### config.mk
export PLATFORM = sky130hd
export DESIGN_NAME = uart_bin_line_rx
export DESIGN_NICKNAME = d
export VERILOG_FILES = /design/src/rtl/uart_pkg.sv /design/src/rtl/uart_rx2.sv /design/src/rtl/uart_bin_line_rx.sv
export SDC_FILE = /design/constraint.sdc
export NUM_CORES = 1
export LEC_CHECK = 0
export ABC_AREA = 1
export CAP_MARGIN = 40
export CORE_MARGIN = 2
export CORE_UTILIZATION = 31
export DETAILED_ROUTE_END_ITERATION = 12
export GPL_ROUTABILITY_DRIVEN = 0
export PLACE_DENSITY_LB_ADDON = 0.2
export SYNTH_ARGS = -nofsm -noshare
export SYNTH_HDL_FRONTEND = slang
export SYNTH_HIERARCHICAL = 1
export SYNTH_SLANG_ARGS = --single-unit
### constraint.sdc
create_clock -name CLK -period 1.5 [get_ports CLK]
set_input_delay 0.15 -clock CLK [delete_from_list [all_inputs] [get_ports CLK]]
set_output_delay 0.15 -clock CLK [all_outputs]
set_load 0.02 [all_outputs]
### src/rtl/uart_pkg.sv
// Shared types, ASCII constants and baud helper for the ASCII-binary UART receiver.
// Build option: UART_RX_PARITY_EN adds an even-parity bit after the data bits.
package uart_pkg;

`ifdef UART_RX_PARITY_EN
    typedef enum logic [2:0] {
        StIdle, StStart, StData, StParity, StStop, StWaitHigh
    } rx_state_e;
`else
    typedef enum logic [2:0] {
        StIdle, StStart, StData, StStop, StWaitHigh
    } rx_state_e;
`endif

    localparam logic [7:0] CH_0  = 8'h30;
    localparam logic [7:0] CH_1  = 8'h31;
    localparam logic [7:0] CH_LF = 8'h0a;
    localparam logic [7:0] CH_CR = 8'h0d;

    function automatic int unsigned clks_per_bit(input int unsigned f_clk,
                                                 input int unsigned baud);
        return f_clk / baud;
    endfunction

endpackage

### src/rtl/uart_rx2.sv
// Synchroniser plus byte FSM: 8N1 (or 8E1 with UART_RX_PARITY_EN) UART deserialiser.
module uart_rx2
    import uart_pkg::*;
#(
    parameter int unsigned F_CLK     = 50_000_000,
    parameter int unsigned UART_BAUD = 921600
) (
    input  logic       CLK,
    input  logic       RST,
    input  logic       RX_DATA,
    output logic [7:0] RX_BYTE,
    output logic       RX_DV,
    output logic       FRAME_ERR,
    output logic       PAR_ERR
);
    localparam int unsigned CPB = clks_per_bit(F_CLK, UART_BAUD);
    localparam int unsigned CW  = (CPB > 1) ? $clog2(CPB) : 1;
    localparam logic [CW-1:0] HALF = CW'(CPB / 2);
    localparam logic [CW-1:0] LAST = CW'(CPB - 1);

    logic            rx_meta_q, rx_sync_q;
    rx_state_e       state_q, state_d;
    logic [CW-1:0]   cnt_q, cnt_d;
    logic [2:0]      bit_q, bit_d;
    logic [7:0]      shift_q, shift_d;
    logic [7:0]      byte_q, byte_d;
    logic            dv_q, dv_d;
    logic            ferr_q, ferr_d;
`ifdef UART_RX_PARITY_EN
    logic            perr_q, perr_d;
    logic            pbad_q, pbad_d;
`endif

    always_ff @(posedge CLK) begin
        if (RST) begin
            rx_meta_q <= 1'b1;
            rx_sync_q <= 1'b1;
            state_q   <= StIdle;
            cnt_q     <= '0;
            bit_q     <= '0;
            shift_q   <= '0;
            byte_q    <= '0;
            dv_q      <= 1'b0;
            ferr_q    <= 1'b0;
`ifdef UART_RX_PARITY_EN
            perr_q    <= 1'b0;
            pbad_q    <= 1'b0;
`endif
        end else begin
            rx_meta_q <= RX_DATA;
            rx_sync_q <= rx_meta_q;
            state_q   <= state_d;
            cnt_q     <= cnt_d;
            bit_q     <= bit_d;
            shift_q   <= shift_d;
            byte_q    <= byte_d;
            dv_q      <= dv_d;
            ferr_q    <= ferr_d;
`ifdef UART_RX_PARITY_EN
            perr_q    <= perr_d;
            pbad_q    <= pbad_d;
`endif
        end
    end

    always_comb begin
        state_d = state_q;
        cnt_d   = cnt_q + 1'b1;
        bit_d   = bit_q;
        shift_d = shift_q;
        byte_d  = byte_q;
        dv_d    = 1'b0;
        ferr_d  = 1'b0;
`ifdef UART_RX_PARITY_EN
        perr_d  = 1'b0;
        pbad_d  = pbad_q;
`endif
        unique case (state_q)
            StIdle: begin
                cnt_d = '0;
`ifdef UART_RX_PARITY_EN
                pbad_d = 1'b0;
`endif
                if (!rx_sync_q) state_d = StStart;
            end
            StStart: begin
                // Re-check at mid start bit so short low glitches are discarded.
                if (cnt_q == HALF) begin
                    cnt_d   = '0;
                    bit_d   = '0;
                    state_d = rx_sync_q ? StIdle : StData;
                end
            end
            StData: begin
                if (cnt_q == LAST) begin
                    cnt_d   = '0;
                    shift_d = {rx_sync_q, shift_q[7:1]};
                    bit_d   = bit_q + 3'd1;
`ifdef UART_RX_PARITY_EN
                    if (bit_q == 3'd7) state_d = StParity;
`else
                    if (bit_q == 3'd7) state_d = StStop;
`endif
                end
            end
`ifdef UART_RX_PARITY_EN
            StParity: begin
                if (cnt_q == LAST) begin
                    cnt_d   = '0;
                    state_d = StStop;
                    if (rx_sync_q != ^shift_q) begin
                        perr_d = 1'b1;
                        pbad_d = 1'b1;
                    end
                end
            end
`endif
            StStop: begin
                // Leave at mid-stop so a start bit immediately following is caught.
                if (cnt_q == LAST) begin
                    if (rx_sync_q) begin
                        state_d = StIdle;
`ifdef UART_RX_PARITY_EN
                        if (!pbad_q) begin
                            byte_d = shift_q;
                            dv_d   = 1'b1;
                        end
`else
                        byte_d = shift_q;
                        dv_d   = 1'b1;
`endif
                    end else begin
                        ferr_d  = 1'b1;
                        state_d = StWaitHigh;
                    end
                end
            end
            StWaitHigh: begin
                if (rx_sync_q) state_d = StIdle;
            end
            default: state_d = StIdle;
        endcase
    end

    assign RX_BYTE   = byte_q;
    assign RX_DV     = dv_q;
    assign FRAME_ERR = ferr_q;
`ifdef UART_RX_PARITY_EN
    assign PAR_ERR   = perr_q;
`else
    assign PAR_ERR   = 1'b0;
`endif

endmodule

### src/rtl/uart_bin_line_rx.sv
// Receives UART bytes and parses '\n'-terminated lines of ASCII '0'/'1' into a binary word.
// Build option: UART_RX_PARITY_EN (passed through to the byte receiver).
module uart_bin_line_rx
    import uart_pkg::*;
#(
    parameter int unsigned F_CLK     = 50_000_000,
    parameter int unsigned UART_BAUD = 921600,
    parameter int unsigned WIDTH     = 16
) (
    input  logic             CLK,
    input  logic             RST,
    input  logic             RX_DATA,
    output logic [7:0]       RX_BYTE,
    output logic             RX_DV,
    output logic [WIDTH-1:0] LINE_VALUE,
    output logic             LINE_DV,
    output logic             LINE_ERR,
    output logic             FRAME_ERR,
    output logic             PAR_ERR
);
    localparam int unsigned CNTW = $clog2(WIDTH + 2);

    logic [7:0]       rx_byte;
    logic             rx_dv, frame_err, par_err;
    logic [WIDTH-1:0] acc_q, acc_d, value_q, value_d;
    logic [CNTW-1:0]  cnt_q, cnt_d;
    logic             bad_q, bad_d, ovf_q, ovf_d;
    logic             line_dv_q, line_dv_d, line_err_q, line_err_d;

    uart_rx2 #(
        .F_CLK     (F_CLK),
        .UART_BAUD (UART_BAUD)
    ) u_rx (
        .CLK       (CLK),
        .RST       (RST),
        .RX_DATA   (RX_DATA),
        .RX_BYTE   (rx_byte),
        .RX_DV     (rx_dv),
        .FRAME_ERR (frame_err),
        .PAR_ERR   (par_err)
    );

    always_ff @(posedge CLK) begin
        if (RST) begin
            acc_q      <= '0;
            value_q    <= '0;
            cnt_q      <= '0;
            bad_q      <= 1'b0;
            ovf_q      <= 1'b0;
            line_dv_q  <= 1'b0;
            line_err_q <= 1'b0;
        end else begin
            acc_q      <= acc_d;
            value_q    <= value_d;
            cnt_q      <= cnt_d;
            bad_q      <= bad_d;
            ovf_q      <= ovf_d;
            line_dv_q  <= line_dv_d;
            line_err_q <= line_err_d;
        end
    end

    always_comb begin
        acc_d      = acc_q;
        value_d    = value_q;
        cnt_d      = cnt_q;
        bad_d      = bad_q | frame_err | par_err;
        ovf_d      = ovf_q;
        line_dv_d  = 1'b0;
        line_err_d = 1'b0;
        if (rx_dv) begin
            if (rx_byte == CH_0 || rx_byte == CH_1) begin
                acc_d = {acc_q[WIDTH-2:0], rx_byte[0]};
                if (cnt_q <= CNTW'(WIDTH)) cnt_d = cnt_q + 1'b1;
                if (cnt_q >= CNTW'(WIDTH)) ovf_d = 1'b1;
            end else if (rx_byte == CH_CR) begin
                acc_d = acc_q;
            end else if (rx_byte == CH_LF) begin
                if (bad_q || ovf_q) begin
                    line_err_d = 1'b1;
                end else if (cnt_q != '0) begin
                    value_d   = acc_q;
                    line_dv_d = 1'b1;
                end
                acc_d = '0;
                cnt_d = '0;
                bad_d = 1'b0;
                ovf_d = 1'b0;
            end else begin
                bad_d = 1'b1;
            end
        end
    end

    assign RX_BYTE    = rx_byte;
    assign RX_DV      = rx_dv;
    assign FRAME_ERR  = frame_err;
    assign PAR_ERR    = par_err;
    assign LINE_VALUE = value_q;
    assign LINE_DV    = line_dv_q;
    assign LINE_ERR   = line_err_q;

endmodule

==> results of run 1 <==
[metal layers]
metal	track usage	vias to the layer above	share of wire
met5	0	-	0
met4	0.03571	0	0.013
met3	0.04521	8	0.044
met2	0.2063	40	0.48
met1	0.1436	1281	0.46
li1	-	1493	-
[worst min-delay path by stage]
stage,start,end,slack [ns],cells past startpoint
after floorplan,RST,u_rx/RX_DV,0.22,1
after global placement,u_rx/rx_meta_q,u_rx/rx_sync_q,0.40,1
after detailed placement,u_rx/rx_meta_q,u_rx/rx_sync_q,0.40,1
after CTS,RX_DATA,u_rx/rx_meta_q,0.35,2
after global routing,RX_DATA,u_rx/rx_meta_q,0.36,2
final,RX_DATA,u_rx/rx_meta_q,0.36,2
[critical path, stage by stage, from the launching register on]
cell and delay, ns:
dfxtp_2 0.34, inv_2 0.04, ha_4 0.15, nand2_2 0.05
nor2_2 0.04, nand2_2 0.08, nand2_2 0.06, nor2_4 0.23
clkbuf_16 0.21, nand3_2 0.07, nand2_2 0.07, nor2_1 0.05
[timing repair]
item,in CTS,in global routing
endpoints found under the setup margin,9,40
pin swaps,0,7
resized for setup,9,39
cloned,0,3
setup buffers,0,2
[layout make-up]
class                      instances  area share
multi-input combinational        310      0.4052
sequential                        73      0.3449
timing repair buffer              42      0.1080
inverter                          51     0.04915
tap                              140     0.04120
clock buffer                      10     0.03002
clock inverter                     6     0.02148
[logic make-up after synthesis]
kind of cell    count (synthesis)  share of synthesized area
simple gates                  236                     0.3347
flops                          73                     0.4310
buf+inv                        66                    0.09557
compound gates                 63                     0.1077
fa+ha+maj                       6                    0.02214
xor+xnor                        3                   0.007750
other cells                     1                   0.001106
[stage by stage]
step	hold WS (ns)	utilization	area (um^2)	instances
floorplan	0.2224	-	3391	448
global placement	0.3971	0.3564	3830	611
detailed placement	0.3976	0.3564	3830	611
CTS	0.3486	0.3758	4038	627
global route	0.3621	0.3957	4252	632
finish	0.3617	0.3957	4252	632
[layout by cell type, fill, tap and decap left out, types with 2 or more instances in the layout]
cell type and instances:
clkinv_2 2, ha_4 2, nor2_1 81, nor3_1 2
inv_1 33, clkinvlp_4 3, nand3_2 11, a21oi_1 30
a21oi_2 12, nand4_1 3, bufinv_16 2, nand2_4 2
or2_2 2, nor2_4 5, o21ai_1 9, clkbuf_8 9
o21ai_0 10, clkbuf_16 2, dlymetal6s2s_1 8, ha_1 4
nor2_2 6, nand3_1 19, dlygate4sd2_1 9, nand3_4 3
nand2_2 20, xor2_1 2, dfxtp_2 4, buf_12 2
buf_4 8, dfxtp_1 69, clkdlybuf4s50_1 13, nand2_1 75
inv_2 13
[report_power, final]
part	switching, W	leakage (nW)	internal [W]
logic	0.000535	1.10	0.000305
registers	0.0000897	0.592	0.00203
clock network	0.000767	0.0991	0.000942
[state kept, by name (all words and copies together), names as in the netlist, 3 cells and up]
register	cells
u_rx/cnt_q	6
u_rx/state_q	3
acc_q	16
LINE_VALUE	16
cnt_q	5
u_rx/RX_BYTE	8
u_rx/bit_q	3
u_rx/shift_q	8
==> impl_metrics.json, run 1 <==
{
  "status": "complete, no violations",
  "maxCapViolations": 0,
  "antenna_found_initial": 0,
  "area_delta_synth_final_pct": 25.39,
  "die_h_um": 108.6,
  "synth_most_common_cell": "nor2_1",
  "n_fill_cell": 1165,
  "finalHoldViolCount": 0,
  "grt_max_degree": 33,
  "row_count": 38,
  "vias_per_cell": 4.465,
  "htreeDepth": 3,
  "grt_pass1_wl_mm": 11.43,
  "cts_root_buf": "clkbuf_8",
  "ys_seq_elements": 73,
  "worst_setup_path_end_kind": "register",
  "hpwl_mm": 4.725,
  "via_count": 2822,
  "cts_inserted_buffers": 9,
  "clkTransAtPathRegs_ns": 0.08,
  "yosys.area.top_type": "dfxtp_1",
  "fin_setup_tns_ns": 0,
  "ys_async_sr_fraction": 0,
  "p_per_area_nw_per_um2": 1098,
  "arrival_ns": 1.75,
  "postSynthAreaPerCell_um2": 7.569,
  "reg2reg_slack_ns": 0.01,
  "crit_start": "cnt_q[0]",
  "synth_warnings": 6,
  "die_w_um": 108.6,
  "rsz0062_at_grt": "true",
  "ys.flop_type": "dfxtp_1",
  "drt_iter0_drc": 109,
  "start_util": 0.3156,
  "setup_ws_ns": 0.01019,
  "worst_pin_slew_ns": 0.6686,
  "min_path_type": "input pin to register",
  "drive_gt1_frac": 0.2358,
  "endpoint": "LINE_VALUE[14]",
  "syn_area_um2": 3391,
  "p_total_w": 0.004667,
  "start_kind": "register",
  "slew_headroom": 0.5538,
  "critPathRequiredTime_ns": 1.76,
  "synth_fp_nets": 457,
  "num_antenna_cells": 0,
  "cts_tree": "built",
  "cp_max_fo": 8,
  "route.detailed.drc": 0,
  "hold_buffers": 0,
  "grt_pass1_vias": 2561,
  "track_usage": 0.1218,
  "pre_cts_ws_ns": -0.01168,
  "yosys-top-cells-area": "dfxtp_1 43%, nor2_1 9.0%, nand2_1 8.9%, a21oi_1 4.4%, nand3_1 4.4%",
  "nNetsFinal": 496,
  "reg2reg_from": "cnt_q[0]",
  "drtPass1Iterations": 4,
  "seqCellArea_um2": 1466,
  "setup-violations-final": 0,
  "ir_drop_v": 0.0005831,
  "die_area_um2": 11790,
  "synth-seq-area-share": 0.4310,
  "clkSinkCount": 73,
  "reg2reg_depth": 11,
  "ios": 32,
  "yosysUniqueCellTypes": 39,
  "numPortBuffers": 30,
  "crit_type": "register to register",
  "reg2reg_to": "LINE_VALUE[14]",
  "clockBufferDepth": 2,
  "timing.fmax_mhz": 671.2,
  "multiInputGateArea_um2": 1723,
  "skew_ns": 0.009525,
  "p_leak_nw": 1.789,
  "maxSlewViolCount": 0,
  "netlist_top_cells_count": "81 x nor2_1, 80 x nand2_1, 73 x dfxtp_1, 35 x inv_1",
  "grt_overflow": 0,
  "post-route-period-util": 0.9932,
  "ant_nets": 0,
  "routed_wl_mm": 7.095,
  "finalCriticalPeriod_ns": 1.490,
  "wire_per_inst_um": 11.23,
  "clk_latency_ns": 0.35,
  "synth_edf_count": 0,
  "synth_top_cell_area_share": 0.4310,
  "synth_cells": 448,
  "core_um2": 10750
}
(Power assumes the default switching activity.)
==> run 2: changes to the inputs <==
- RECOVER_POWER: unset -> 100
==> run 2 against run 1 <==
Against the previous run:
- die area did not move
- clock skew hardly changed
- largest cell class unchanged
- clock power is essentially flat
- maximum frequency about the same
- highest routed layer unchanged
- critical endpoint unchanged
- cell count stayed put
- largest power group unchanged
- sequential power hardly changed
- total power down 1.1%
==> impl_metrics.json, run 2 (same netlist as run 1, synthesis figures left out) <==
{
  "setup-violations-final": 0,
  "nNetsFinal": 496,
  "grt_overflow": 0,
  "critPathMaxStageDelay_ns": 0.34,
  "skew_ns": 0.009718,
  "path_cells": "inv_2 > ha_4 > nand2_2 > nor2_2 > nand2_2 > nand2_2 > nor2_4 > clkbuf_16 > nand3_2 > nand2_2 > nor2_1",
  "numPortBuffers": 30,
  "finalHoldViolCount": 0,
  "via_count": 2805,
  "grt_pass1_vias": 2561,
  "p_leak_nw": 1.606,
  "vias_per_cell": 4.438,
  "antenna_found_initial": 0,
  "die_area_um2": 11790,
  "mostFrequentLayoutCell": "nor2_1",
  "worst_pin_slew_ns": 0.6694,
  "arrival_ns": 1.74,
  "cts_root_buf": "clkbuf_8",
  "critPathRequiredTime_ns": 1.75,
  "crit_type": "register to register",
  "min_path_type": "input pin to register",
  "die_w_um": 108.6,
  "area_delta_synth_final_pct": 22.29,
  "cp_common_cell": "nand2_2",
  "n_fill_cell": 1192,
  "status": "complete, no violations",
  "routed_wl_mm": 7.090,
  "final_cell_mix": "81 x nor2_1, 78 x nand2_1, 70 x dfxtp_1, 34 x inv_1, 31 x a21oi_1",
  "clockBufferDepth": 2,
  "slew_headroom": 0.5532,
  "cp_max_fo": 8,
  "rsz0062_at_grt": "true",
  "worst_setup_path_end_kind": "register",
  "route.detailed.drc": 0,
  "crit_family": "simple AND/OR/NAND/NOR gates",
  "clkTransAtPathRegs_ns": 0.08,
  "core_um2": 10750,
  "htreeDepth": 3,
  "clk_latency_ns": 0.35,
  "grt_pass1_wl_mm": 11.43,
  "timing.fmax_mhz": 671.3,
  "ir_drop_v": 0.0005325,
  "die_h_um": 108.6,
  "fin_hold_ws_ns": 0.3652,
  "ios": 32,
  "row_count": 38,
  "maxCapViolations": 0,
  "track_usage": 0.1218,
  "seqCellArea_um2": 1465,
  "grt_max_degree": 33,
  "hpwl_mm": 4.725,
  "pre_cts_ws_ns": -0.01168,
  "drtPass1Iterations": 4,
  "start_util": 0.3156,
  "cts_tree": "built",
  "start_kind": "register",
  "p_per_area_nw_per_um2": 1114,
  "setup_ws_ns": 0.01039,
  "drive_gt1_frac": 0.2195,
  "ant_nets": 0,
  "hold_buffers": 0,
  "drt_iter0_drc": 129,
  "multiInputGateArea_um2": 1695,
  "finalCriticalPeriod_ns": 1.490,
  "cts_inserted_buffers": 9,
  "crit_slowest_cell": "dfxtp_2",
  "num_antenna_cells": 0,
  "clkSinkCount": 73,
  "maxSlewViolCount": 0,
  "crit_buf_inv": 2,
  "wire_per_inst_um": 11.22,
  "post-route-period-util": 0.9931
}
==> run 2: cell types whose count changed in the layout (fill, tap and decap cells not counted), moves of 2 or more <==
| cell | previous run | this run |
|---|---|---|
| buf_4 | 8 | 6 |
| nand2_1 | 75 | 78 |
| clkbuf_4 | 0 | 2 |
| clkbuf_1 | 1 | 9 |
| nand2_4 | 2 | 0 |
| dlymetal6s2s_1 | 8 | 0 |
==> run 2: what timing repair did <==
item / in CTS / in global routing
setup buffers: 0 / 2
resized for setup: 9 / 39
setup endpoints to repair: 9 / 40
pin swaps: 0 / 7
gates cloned: 0 / 3
==> run 2: metal layers <==
layer | GRT usage | routed length (um) | share of wire
met5 | 0 | 0 | 0
met4 | 0.03571 | 95 | 0.013
met3 | 0.04521 | 315 | 0.044
met2 | 0.2063 | 3393 | 0.48
met1 | 0.1436 | 3285 | 0.46
==> run 2: stage by stage <==
step | TNS [ns] | power (W) | utilization | cells | area (um^2)
2_1_floorplan | 0 | 0.002763 | - | 448 | 3391
3_3_place_gp | 0 | 0.002898 | 0.3564 | 611 | 3830
3_5_place_dp | -0.01694 | 0.002918 | 0.3564 | 611 | 3830
4_1_cts | 0 | 0.004654 | 0.3758 | 627 | 4038
5_1_grt | -1.152 | 0.004902 | 0.3859 | 632 | 4146
6_report | 0 | 0.004617 | 0.3859 | 632 | 4146
==> run 2: worst reg2reg max path, cell delays in order, from the launching register on <==
cell       delay (ns)
dfxtp_2          0.34
inv_2            0.04
ha_4             0.15
nand2_2          0.05
nor2_2           0.04
nand2_2          0.08
nand2_2          0.06
nor2_4           0.23
clkbuf_16        0.21
nand3_2          0.07
nand2_2          0.07
nor2_1           0.05
==> run 2: power by group <==
group	internal, W	switching [W]
combinational	0.000286	0.000506
sequential	0.00203	0.0000898
clock	0.000942	0.000766
==> run 2: final cells by class <==
class                   count  share of cell area
well taps                 140             0.04224
clock buffers              10             0.03078
multi-input cells         310              0.4089
clock inverters             6             0.02203
flip-flops and latches     73              0.3534
repair buffers             42             0.09384
inverters                  51             0.04888
==> run 2: worst paths after layout <==
check / slack (ns) / startpoint / cells after the start / to
max: 0.01 / cnt_q[0] / 11 / LINE_VALUE[14]
min reg2reg: 0.41 / u_rx/rx_meta_q / 1 / u_rx/rx_sync_q
max reg2reg: 0.01 / cnt_q[0] / 11 / LINE_VALUE[14]
min: 0.37 / RX_DATA / 2 / u_rx/rx_meta_q
